[config.mk]
export PLATFORM = sky130hd
export DESIGN_NAME = obuf_requantizer
export DESIGN_NICKNAME = d
export VERILOG_FILES = /design/src/rtl/obuf_requantizer.sv
export SDC_FILE = /design/constraint.sdc
export NUM_CORES = 1
export LEC_CHECK = 0
export CORE_MARGIN = 2
export CORE_UTILIZATION = 55
export CTS_BUF_LIST = sky130_fd_sc_hd__clkbuf_4
export CTS_CLUSTER_DIAMETER = 80
export DETAILED_ROUTE_END_ITERATION = 6
export DONT_BUFFER_PORTS = 1
export MAX_ROUTING_LAYER = met4
export PLACE_DENSITY = 0.7
export SYNTH_ARGS = -nofsm -noshare
export SYNTH_HDL_FRONTEND = slang
export SYNTH_SLANG_ARGS = --single-unit
export TNS_END_PERCENT = 100
[constraint.sdc]
create_clock -name clk -period 10.6 [get_ports clk]
set_clock_uncertainty 0.2 [all_clocks]
set_input_delay 2.12 -clock clk [delete_from_list [all_inputs] [get_ports clk]]
set_output_delay 2.12 -clock clk [all_outputs]
set_load 0.02 [all_outputs]
[src/rtl/obuf_requantizer.sv]
// -----------------------------------------------------------------------------
// obuf_requantizer
//
// Output-buffer requantizer behind the fusion MAC engine. It takes one packed
// 128-bit accumulator word per in_valid/in_ready handshake and unpacks it into
// 1, 4 or 16 signed lanes, depending on the precision mode. Each lane gets a
// round-half-up arithmetic right shift followed by saturation to int8. The
// resulting bytes stream out one lane per beat on out_valid/out_ready/out_last.
//
// Optional feature macro: REQUANT_RELU_EN
//   When defined, negative results are forced to 0 after saturation. Such a
//   lane counts as saturated only if it also clipped at +127.
//
// Ports
//   clk        in   1    clock
//   nrst       in   1    synchronous active-low reset
//   in_valid   in   1    upstream word valid
//   in_ready   out  1    high while idle (ready to accept a word)
//   in_data    in   128  packed accumulator word
//   mode       in   2    00=2bx2b (16 lanes), 01=4bx4b (4), 10=8bx8b (1), 11=drop
//   shift      in   5    right-shift amount 0..31
//   out_valid  out  1    output byte valid
//   out_ready  in   1    downstream ready
//   out_data   out  8    requantized signed byte (0 when not valid)
//   out_lane   out  4    lane index of the presented byte (0 when not valid)
//   out_last   out  1    final lane of the word (0 when not valid)
//   sat_count  out  16   lanes clipped since reset, saturating at 16'hFFFF
// -----------------------------------------------------------------------------
module obuf_requantizer #(
    parameter int LANE_W_8B = 20,
    parameter int LANE_W_4B = 12,
    parameter int LANE_W_2B = 8
) (
    input  logic         clk,
    input  logic         nrst,
    input  logic         in_valid,
    output logic         in_ready,
    input  logic [127:0] in_data,
    input  logic [1:0]   mode,
    input  logic [4:0]   shift,
    output logic         out_valid,
    input  logic         out_ready,
    output logic [7:0]   out_data,
    output logic [3:0]   out_lane,
    output logic         out_last,
    output logic [15:0]  sat_count
);

    typedef enum logic {IDLE, EMIT} state_t;

    state_t        state_q, state_d;
    logic [127:0]  data_q, data_d;
    logic [1:0]    mode_q, mode_d;
    logic [4:0]    shift_q, shift_d;
    logic [3:0]    lane_idx_q, lane_idx_d;
    logic [15:0]   sat_count_q, sat_count_d;

    // Static lane views of the buffered word.
    logic signed [LANE_W_4B-1:0] lanes_4b [4];
    logic signed [LANE_W_2B-1:0] lanes_2b [16];

    genvar gi;
    generate
        for (gi = 0; gi < 4; gi++) begin : g_lanes_4b
            assign lanes_4b[gi] = data_q[gi*LANE_W_4B +: LANE_W_4B];
        end
        for (gi = 0; gi < 16; gi++) begin : g_lanes_2b
            assign lanes_2b[gi] = data_q[gi*LANE_W_2B +: LANE_W_2B];
        end
    endgenerate

    // Lane selection, sign-extended to 22 bits.
    logic signed [21:0] lane_v;
    logic [3:0]         lanes_m1;
    logic               lane_last;

    always_comb begin
        lane_v   = '0;
        lanes_m1 = '0;
        case (mode_q)
            2'b10: begin
                lane_v   = 22'(signed'(data_q[LANE_W_8B-1:0]));
                lanes_m1 = 4'd0;
            end
            2'b01: begin
                lane_v   = 22'(lanes_4b[lane_idx_q[1:0]]);
                lanes_m1 = 4'd3;
            end
            2'b00: begin
                lane_v   = 22'(lanes_2b[lane_idx_q]);
                lanes_m1 = 4'd15;
            end
            default: begin
                lane_v   = '0;
                lanes_m1 = '0;
            end
        endcase
    end

    assign lane_last = (lane_idx_q == lanes_m1);

    // Rounding shift done in 40 bits so the rounding constant (up to 2^30)
    // can never overflow; large shifts then naturally collapse to 0 or -1.
    logic        [39:0] rnd;
    logic signed [39:0] sum;
    logic signed [39:0] shifted;
    logic        [7:0]  res_byte;
    logic               res_clip;

    always_comb begin
        rnd = '0;
        if (shift_q != 5'd0) begin
            rnd[shift_q - 5'd1] = 1'b1;
        end
        sum      = 40'(lane_v) + $signed(rnd);
        shifted  = sum >>> shift_q;
        res_byte = shifted[7:0];
        res_clip = 1'b0;
        if (shifted > 40'sd127) begin
            res_byte = 8'h7F;
            res_clip = 1'b1;
        end else if (shifted < -40'sd128) begin
            res_byte = 8'h80;
            res_clip = 1'b1;
        end
`ifdef REQUANT_RELU_EN
        // Negative results clamp to zero and are not counted as clipped.
        if (shifted < 40'sd0) begin
            res_byte = 8'h00;
            res_clip = 1'b0;
        end
`endif
    end

    logic out_hs;
    assign out_hs = (state_q == EMIT) && out_ready;

    always_comb begin
        state_d     = state_q;
        data_d      = data_q;
        mode_d      = mode_q;
        shift_d     = shift_q;
        lane_idx_d  = lane_idx_q;
        sat_count_d = sat_count_q;
        case (state_q)
            IDLE: begin
                if (in_valid) begin
                    data_d     = in_data;
                    mode_d     = mode;
                    shift_d    = shift;
                    lane_idx_d = '0;
                    // Mode 11 words are accepted and silently dropped.
                    if (mode != 2'b11) begin
                        state_d = EMIT;
                    end
                end
            end
            EMIT: begin
                if (out_hs) begin
                    if (res_clip && (sat_count_q != 16'hFFFF)) begin
                        sat_count_d = sat_count_q + 16'd1;
                    end
                    if (lane_last) begin
                        state_d    = IDLE;
                        lane_idx_d = '0;
                    end else begin
                        lane_idx_d = lane_idx_q + 4'd1;
                    end
                end
            end
            default: state_d = IDLE;
        endcase
    end

    always_ff @(posedge clk) begin
        if (!nrst) begin
            state_q     <= IDLE;
            data_q      <= '0;
            mode_q      <= '0;
            shift_q     <= '0;
            lane_idx_q  <= '0;
            sat_count_q <= '0;
        end else begin
            state_q     <= state_d;
            data_q      <= data_d;
            mode_q      <= mode_d;
            shift_q     <= shift_d;
            lane_idx_q  <= lane_idx_d;
            sat_count_q <= sat_count_d;
        end
    end

    assign in_ready  = (state_q == IDLE);
    assign out_valid = (state_q == EMIT);
    assign out_data  = out_valid ? res_byte   : 8'h00;
    assign out_lane  = out_valid ? lane_idx_q : 4'd0;
    assign out_last  = out_valid ? lane_last  : 1'b0;
    assign sat_count = sat_count_q;

endmodule

== Yosys cells after proc, flatten, opt, wreduce, memory -nomap -nowiden ==
Cells that the tools add are included.

* Output and inout bits: 31
* Input bits: 139
* Register bits after elaboration: 156

* Reductions and logical operators: 8
* Add/subtract/negate cells: 4
* Bitwise gates (word level): 3
* Muxes and demuxes: 27
* Equal/unequal tests: 7
* Shift-type cells: 1
* $lt $le $gt $ge: 6

{| class="wikitable"
|+ Operators with widths
! operator !! count
|-
| case mux 22 bit (3 select lines) || 1
|-
| greater-than comparator 40 x 8 -> 1 bit (second input constant) || 1
|-
| < comparator 40 x 8 -> 1 bit (second input constant) || 1
|-
| two-way mux 8 bit || 5
|-
| >>> shifter 40 x 5 -> 40 bit || 1
|-
| adder 22 x 33 -> 34 bit || 1
|-
| binary-select mux 8 bit (select 4 bit) || 1
|-
| two-way mux 32 bit || 1
|-
| binary-select mux 12 bit (select 2 bit) || 1
|-
| two-way mux 12 bit || 2
|-
| adder 16 x 1 -> 16 bit (second input constant) || 1
|-
| two-way mux 4 bit || 4
|-
| inequality test 16 bit (second input constant) || 1
|-
| case mux 4 bit (2 select lines) || 2
|-
| two-way mux 1 bit || 8
|-
| < comparator 5 x 7 -> 1 bit (second input constant) || 1
|-
| demux 1 bit (select 5 bit) || 1
|-
| >= comparator 5 x 1 -> 1 bit (second input constant) || 1
|-
| >= comparator 5 bit (second input constant) || 1
|-
| NOT 4 -> 5 bit || 1
|-
| nonzero test 5 bit || 1
|-
| subtractor 5 x 1 -> 5 bit (second input constant) || 1
|-
| adder 4 x 1 -> 4 bit (second input constant) || 1
|-
| == test 4 bit || 1
|-
| other kinds (12) || 16
|}

== Depth between registers and ports, before layout ==
Gate-level depths: netlist of the first run.

* Word-level depth: 13
* Depth in mapped cells: 29
* Mapped depth without buffers: 23

== Worst setup path after synthesis of the first run ==
Ideal clock, no wire load.

* Path kind: register -> output
* Start: register lane_idx_q[0]
* End: output out_data[1]
* Data required time: 8.280 ns
* Stages on the path, launching flop included: 26
* Data arrival time: 6.949 ns
* Path slack: 1.331 ns
* Cell sequence: dfxtp_1 buf_2 buf_1 clkbuf_1 clkbuf_1 mux4_2 mux2i_1 o21ai_0 ha_1 clkbuf_2 a21oi_1 o21ai_0 o21bai_2 o2111a_1 o211ai_1 a21oi_1 nor2_2 buf_4 o21ai_0 a32o_1 nor4_1 nand4_1 o41ai_2 buf_2 nand2_1 a21oi_1

* Longest elaborated chain between the ends: 11

{| class="wikitable"
|+ RTL lines
! element !! RTL line !! source
|-
| start, declared || 55 || <nowiki>logic [3:0] lane_idx_q, lane_idx_d;</nowiki>
|-
| start signal, assigned || 188 || <nowiki>lane_idx_q <= lane_idx_d;</nowiki>
|-
| NOT 4 -> 5 bit (not written as such) / NOT 2 -> 3 bit (equally long branches) || 90, 86 ||
|-
| binary-select mux 8 bit (select 4 bit) / binary-select mux 12 bit (select 2 bit) (equally long branches) || 90, 86 ||
|-
| two-way mux 8 bit (not written as such) / two-way mux 12 bit (equally long branches) (2 in a row) || 90, 86 ||
|-
| case mux 22 bit (3 select lines) (*) || 80 || <nowiki>case (mode_q)</nowiki>
|-
| adder 22 x 33 -> 34 bit (*) || 115 || <nowiki>sum = 40'(lane_v) + $signed(rnd);</nowiki>
|-
| >>> shifter 40 x 5 -> 40 bit (*) || 116 || <nowiki>shifted = sum >>> shift_q;</nowiki>
|-
| < comparator 40 x 8 -> 1 bit || 122 || <nowiki>end else if (shifted < -40'sd128) begin</nowiki>
|-
| two-way mux 8 bit || 122 ||
|-
| two-way mux 8 bit (*) || 119 || <nowiki>if (shifted > 40'sd127) begin</nowiki>
|-
| two-way mux 8 bit (*) || 195 || <nowiki>assign out_data = out_valid ? res_byte : 8'h00;</nowiki>
|-
| end, declared || 43 || <nowiki>output logic [7:0] out_data,</nowiki>
|}

Every way passes the cells marked *; elsewhere a longest branch is shown, timed or not. The select of a mux whose other input is x is not followed.

== Worst setup path after layout of the first run ==
* Start: register lane_idx_q[2]
* End: output out_data[4]

* Longest elaborated chain between the ends: 11

{| class="wikitable"
|+ RTL lines
! element !! RTL line !! source
|-
| NOT 4 -> 5 bit (not written as such) (*) || 90 || <nowiki>lane_v = 22'(lanes_2b[lane_idx_q]);</nowiki>
|-
| binary-select mux 8 bit (select 4 bit) (*) || 90 ||
|-
| two-way mux 8 bit (not written as such) (*) (2 in a row) || 90 ||
|-
| case mux 22 bit (3 select lines) (*) || 80 ||
|-
| adder 22 x 33 -> 34 bit (*) || 115 ||
|-
| >>> shifter 40 x 5 -> 40 bit (*) || 116 ||
|-
| < comparator 40 x 8 -> 1 bit || 122 ||
|-
| two-way mux 8 bit || 122 ||
|-
| two-way mux 8 bit (*) || 119 ||
|-
| two-way mux 8 bit (*) || 195 ||
|}

Marks and branches as above.

==> flow_metrics.env, run 1 <==
export IMPL_outcome="completed"
export IMPL_post_place_cells=2029
export IMPL_power_density_nw_per_um2=110
export IMPL_hp_class="register to register"
export IMPL_syn_nets=1985
export IMPL_wire_per_inst_um=23.5
export IMPL_synth_common_cells="nand2_1, dfxtp_1, a21boi_0"
export IMPL_routed_wl_um=48400
export IMPL_fmax_mhz=97.8
export IMPL_cts_buffers=17
export IMPL_slew_headroom=0.259
export IMPL_avgSynthCellArea_um2=7.53
export IMPL_antenna_found_initial=1
export IMPL_cts_reportedPaths_clkPinSlew_ns=0.18
export IMPL_min_period_ns=10.22
export IMPL_start_util=0.560
export IMPL_grt_first_pass_wirelength_um=74500
export IMPL_setup_tns_ns=0
export IMPL_multi_input_area_um2=9820
export IMPL_grt_ovfl_total=0
export IMPL_fillers=2350
export IMPL_ys_seq_area_frac=0.229
export IMPL_netlist_instances=1810
export IMPL_cp_required_ns=8.28
export IMPL_finalNonFillerCells=2062
export IMPL_synthTopCellsByArea="dfxtp_1, nand2_1, mux4_2"
export IMPL_cpPeakStageDelay_ns=0.60
export IMPL_synth_top_area_frac=0.229
export IMPL_regArea_um2=3130
export IMPL_ys_types=98
export IMPL_finalSetupViolations=0
export IMPL_cts_tree="built"
export IMPL_nNetsFinal=1899
export IMPL_yosysTopAreaCell="dfxtp_1"
export IMPL_drcViolationCount=0
export IMPL_drt_vias_per_instance=6.88
export IMPL_die_area_um2=26000
export IMPL_whs_ns=0.273
export IMPL_synth_edff_count=0
export IMPL_hold_violations=0
export IMPL_setup_worst_path_start_class="register"
export IMPL_worst_pin_slew_ns=1.11
export IMPL_htreeDepth=4
export IMPL_cap_violations=0
export IMPL_grt_max_degree=173
export IMPL_ys_warn_count=0
export IMPL_power_leakage_nw=4.89
export IMPL_first_global_vias=13200
export IMPL_synth_area_um2=13600
export IMPL_die_y_um=161
export IMPL_die_w_um=161
export IMPL_slowest_stage="ha_1"
export IMPL_crit_fanout=29
export IMPL_clockBufferDepth=2
export IMPL_final_cell_area_um2=14000
export IMPL_rows=57
export IMPL_end_kind="primary output"
export IMPL_rsz0062_at_grt="false"
export IMPL_dp_hpwl_um=36200
export IMPL_globalplace_congestion=1.06
export IMPL_ys_ff_latch=156
export IMPL_cts_resized_gates=0
export IMPL_io_pin_count=170
export IMPL_place_area_um2=13700
export IMPL_clockRootBuffer="clkbuf_4"
export IMPL_ys_flop_type="dfxtp_1"
export IMPL_port_buffers=0
export IMPL_period_share=0.964
export IMPL_crit_type="register to primary output"
export IMPL_cts_sinks=156
export IMPL_cts_hold_buf=0
export IMPL_fp_coreArea_um2=24300
export IMPL_ant_nets=0
export IMPL_via_count=14200
export IMPL_regToRegSetupSlack_ns=2.75
export IMPL_worstPathArrival_ns=7.90
export IMPL_ir_worst_vdd_uv=95.0
export IMPL_slew_viol_final=0
export IMPL_path_buf_inv=4
export IMPL_grt_usage=0.375
export IMPL_post_cts_repair_setup_buffers=0
export IMPL_path_delay_family="compound AO/OA/AOI/OAI gates"
export IMPL_drt_iter0_markers=1825
export IMPL_synth_most_common_cell="nand2_1"
export IMPL_clock_latency_ns=0.55
export IMPL_synthArstFlopShare=0
export IMPL_drive_above_1_share=0.0979
export IMPL_drt_pass1_iterations=7
export IMPL_area_growth_synth_to_final_pct=3.12
export IMPL_cp_cell_sequence="buf_4 -> mux2i_1 -> a22oi_1 -> nand2_1 -> o211a_1 -> and2_1 -> inv_2 -> ha_1 -> inv_1 -> nor3_1 -> a21oi_1 -> a21oi_1 -> nor3_2 -> a22oi_1 -> o211ai_1 -> a211oi_1 -> o32ai_1 -> or4b_1 -> o41a_1 -> a311oi_2 -> or2_2 -> o21ai_1 -> buf_4"
[cells by family (layout without fill, tap and decap cells)]
family | Yosys count | in the layout | share of synthesized area
AO/OA/AOI/OAI | 585 | 585 | 0.305
other | 2 | 3 | 0.000551
XOR/XNOR | 18 | 18 | 0.0116
adder cells (fa/ha/maj) | 36 | 36 | 0.0336
AND/OR/NAND/NOR | 738 | 738 | 0.243
buffers and inverters | 166 | 93 | 0.0510
multiplexers | 109 | 109 | 0.126
flip-flops | 156 | 156 | 0.229
[per-stage QoR]
| stage | utilization | total power [mW] | setup slack, ns |
|---|---|---|---|
| 6_report | 0.578 | 1.55 | 0.377 |
| 3_3_place_gp | 0.565 | 1.15 | 1.20 |
| 2_1_floorplan | - | 1.01 | 1.33 |
| 4_1_cts | 0.577 | 1.54 | 0.499 |
| 3_5_place_dp | 0.565 | 1.15 | 1.20 |
| 5_1_grt | 0.578 | 1.62 | 0.0445 |
[sequential cells by signal (all words and copies together), names as in the netlist]
register and flops:
mode_q 2, shift_q 5, out_valid 1, sat_count 16, lane_idx_q 4, data_q 128
[layout by cell type, fill, tap and decap left out, types with 7 or more instances in the layout]
| cell type | instances |
|---|---|
| nor3_1 | 38 |
| o2111ai_1 | 7 |
| a31oi_1 | 11 |
| o21a_1 | 23 |
| mux4_2 | 49 |
| nand4_1 | 22 |
| ha_1 | 35 |
| buf_4 | 36 |
| and3_1 | 13 |
| xnor2_1 | 13 |
| a22oi_1 | 7 |
| inv_1 | 20 |
| nor2_1 | 121 |
| o211ai_1 | 22 |
| a21oi_1 | 97 |
| nand2_1 | 406 |
| dfxtp_1 | 153 |
| mux2i_1 | 49 |
| a2111oi_0 | 11 |
| o21ai_1 | 12 |
| or3_1 | 14 |
| a211oi_1 | 39 |
| nor2b_1 | 13 |
| o221ai_1 | 10 |
| nand2b_1 | 21 |
| o211a_1 | 7 |
| a21oi_2 | 7 |
| nor4_1 | 13 |
| nand3_1 | 27 |
| clkbuf_4 | 17 |
| a21boi_0 | 140 |
| and2_1 | 16 |
| a21o_1 | 18 |
| o21ai_0 | 75 |
| mux2_2 | 11 |
[path summary, 6_finish.rpt]
path / from / end / cells after the start
hold / removal: data_q[79] / data_q[79] / 2
hold reg to reg: data_q[79] / data_q[79] / 2
setup / recovery: lane_idx_q[2] / out_data[4] / 23
setup reg to reg: lane_idx_q[2] / sat_count[14] / 23
[where the power goes]
| group | total, mW | internal (mW) | leakage, nW | switching, mW |
|---|---|---|---|---|
| sequential | 0.653 | 0.619 | 1.28 | 0.0344 |
| clock | 0.397 | 0.114 | 0.162 | 0.284 |
| combinational | 0.499 | 0.177 | 3.45 | 0.322 |
| total | 1.55 | 0.910 | 4.89 | 0.640 |
[metal layers]
metal | vias up | share of wire | global-route usage
met5 | - | 0 | -
met4 | 0 | 0.024 | 0.0889
met3 | 111 | 0.12 | 0.103
met2 | 858 | 0.43 | 0.544
met1 | 6705 | 0.43 | 0.519
li1 | 6506 | - | -
[cell type report]
type,count,area share
clock buffer,17,0.00909
tap,324,0.0289
inverter,24,0.00641
antenna,1,0.000178
clock inverter,15,0.0132
sequential,156,0.223
multi-input combinational,1488,0.699
timing repair buffer,37,0.0207
[tightest hold or removal path: cells and delay by family, from the launching register on]
kind / cells / cell delay, ns
AOI/OAI and AO/OA: 1 / 0.06
DFF: 1 / 0.35
and+or+nand+nor: 1 / 0.04
No activity file was read; power rests on OpenSTA's default activity.
==> run 2, diff against run 1 <==
==> constraint.sdc (replaced) <==
create_clock -name clk -period 11 [get_ports clk]
set_clock_uncertainty 0.2 [all_clocks]
set_input_delay 2.2 -clock clk [delete_from_list [all_inputs] [get_ports clk]]
set_output_delay 2.2 -clock clk [all_outputs]
set_load 0.02 [all_outputs]
==> flow_metrics.env, run 2 (synthesized netlist as in run 1, its figures left out) <==
export IMPL_outcome="complete, but fails checks"
export IMPL_violations="DRC"
export IMPL_first_global_vias=12900
export IMPL_fp_coreArea_um2=24300
export IMPL_grt_max_degree=173
export IMPL_dp_hpwl_um=35900
export IMPL_port_buffers=0
export IMPL_io_pin_count=170
export IMPL_cts_reportedPaths_clkPinSlew_ns=0.16
export IMPL_die_area_um2=26000
export IMPL_pre_cts_slack_ns=1.12
export IMPL_nNetsFinal=1890
export IMPL_setup_worst_path_start_class="register"
export IMPL_rows=57
export IMPL_slew_headroom=0.214
export IMPL_layout_commonest_cell="nand2_1"
export IMPL_final_cell_mix="nand2_1, dfxtp_1, a21boi_0, nor2_1, a21oi_1"
export IMPL_worstRegToRegCells=23
export IMPL_hold_violations=0
export IMPL_min_delay_path_depth=2
export IMPL_worstPathArrival_ns=8.22
export IMPL_power_density_nw_per_um2=105
export IMPL_drive_above_1_share=0.0926
export IMPL_wire_per_inst_um=23.1
export IMPL_cp_depth=21
export IMPL_clockRootBuffer="clkbuf_4"
export IMPL_finalPower_mw=1.47
export IMPL_clock_latency_ns=0.57
export IMPL_die_w_um=161
export IMPL_fmax_mhz=94.2
export IMPL_slew_viol_final=0
export IMPL_largest_register="data_q"
export IMPL_path_buf_inv=2
export IMPL_clockBufferDepth=2
export IMPL_setup_ws_ns=0.380
export IMPL_largest_reg_flops=128
export IMPL_cts_sinks=156
export IMPL_path_delay_family="compound AO/OA/AOI/OAI gates"
export IMPL_routed_wl_um=47500
export IMPL_hp_class="register to register"
export IMPL_slowest_stage="dfxtp_1"
export IMPL_cap_violations=0
export IMPL_utilization=0.574
export IMPL_grt_ovfl_total=0
export IMPL_htreeDepth=4
export IMPL_area_growth_synth_to_final_pct=2.44
export IMPL_power_leakage_nw=4.83
export IMPL_finalSetupViolations=0
export IMPL_crit_type="register to primary output"
export IMPL_cts_buffers=17
export IMPL_drt_vias_per_instance=6.86
export IMPL_min_period_ns=10.62
export IMPL_cts_tree="built"
export IMPL_drt_pass1_iterations=7
export IMPL_start_util=0.560
export IMPL_cpPeakStageDelay_ns=0.71
export IMPL_ir_worst_vdd_uv=93.3
export IMPL_period_share=0.965
export IMPL_antenna_found_initial=3
export IMPL_finalNonFillerCells=2054
export IMPL_via_count=14100
export IMPL_grt_usage=0.370
export IMPL_grt_first_pass_wirelength_um=73200
export IMPL_globalplace_congestion=1.04
export IMPL_cp_cell_sequence="buf_4 -> mux2i_1 -> a22oi_1 -> nand4_1 -> o211a_1 -> and2_1 -> inv_2 -> ha_1 -> a21oi_1 -> o21ai_0 -> o2bb2ai_1 -> or2_2 -> o211ai_1 -> nand2_1 -> o21ai_0 -> a211oi_1 -> a2111oi_0 -> a41oi_1 -> o41ai_2 -> nand2_1 -> o21ai_1"
export IMPL_post_place_cells=2020
export IMPL_die_y_um=161
export IMPL_crit_fanout=22
export IMPL_ant_nets=0
export IMPL_drt_iter0_markers=1900
export IMPL_post_cts_repair_setup_buffers=0
export IMPL_cp_required_ns=8.60
export IMPL_drcViolationCount=4
export IMPL_worst_pin_slew_ns=1.18
export IMPL_end_kind="primary output"
-- run 2: cell count changes in the layout (fill, tap and decap cells not counted), sizes merged --
cell      previous run  this run
buf                 37        28
inv                 28        29
clkinv              10         6
diode                1         3
bufinv               0         1
clkinvlp             1         2
-- run 2: worst min-delay path: cells and delay by family, from the launching register on --
kind / cells / cell delay [ns]
AOI/OAI and AO/OA: 1 / 0.06
and+or+nand+nor: 1 / 0.05
DFF: 1 / 0.34
-- run 2: final timing paths --
path,start,endpoint,slack (ns)
worst max-delay path,lane_idx_q[2],out_data[5],0.38
worst max register to register,lane_idx_q[2],sat_count[8],2.79
worst min register to register,data_q[85],data_q[85],0.27
worst min-delay path,data_q[85],data_q[85],0.27
-- run 2: timing repair --
action	4_1_cts	5_1_grt
hold buffers	0	0
resized for setup	0	1
hold endpoints to repair	0	0
endpoints found under the setup margin	0	5
-- run 2: per-layer routing --
metal / global-route usage / part of all wire
met5: - / 0
met4: 0.110 / 0.028
met3: 0.0948 / 0.12
met2: 0.527 / 0.42
met1: 0.516 / 0.43
-- run 2: where the power goes --
part | total [mW] | internal (mW) | leakage (nW) | switching, mW
Clock | 0.364 | 0.121 | 0.147 | 0.243
Sequential | 0.630 | 0.596 | 1.28 | 0.0340
Combinational | 0.475 | 0.167 | 3.41 | 0.308
Total | 1.47 | 0.884 | 4.83 | 0.585
-- run 2: final cells by class --
cell class                      instances  area [um2]
Antenna cell                            3        7.51
Clock buffer                           17         128
Clock inverter                         14         154
Fill cell                            2381       10400
Inverter                               24        90.1
Multi-Input combinational cell       1488        9820
Sequential cell                       156        3130
Tap cell                              324         405
Timing Repair Buffer                   28         223
-- run 2: metrics by stage --
stage | hold slack, ns | TNS, ns | area (um2)
floorplan | 0.240 | 0 | 13600
global placement | 0.247 | 0 | 13700
detailed placement | 0.255 | 0 | 13700
CTS | 0.275 | 0 | 13900
global route | 0.292 | -0.0268 | 14000
finish | 0.273 | 0 | 14000
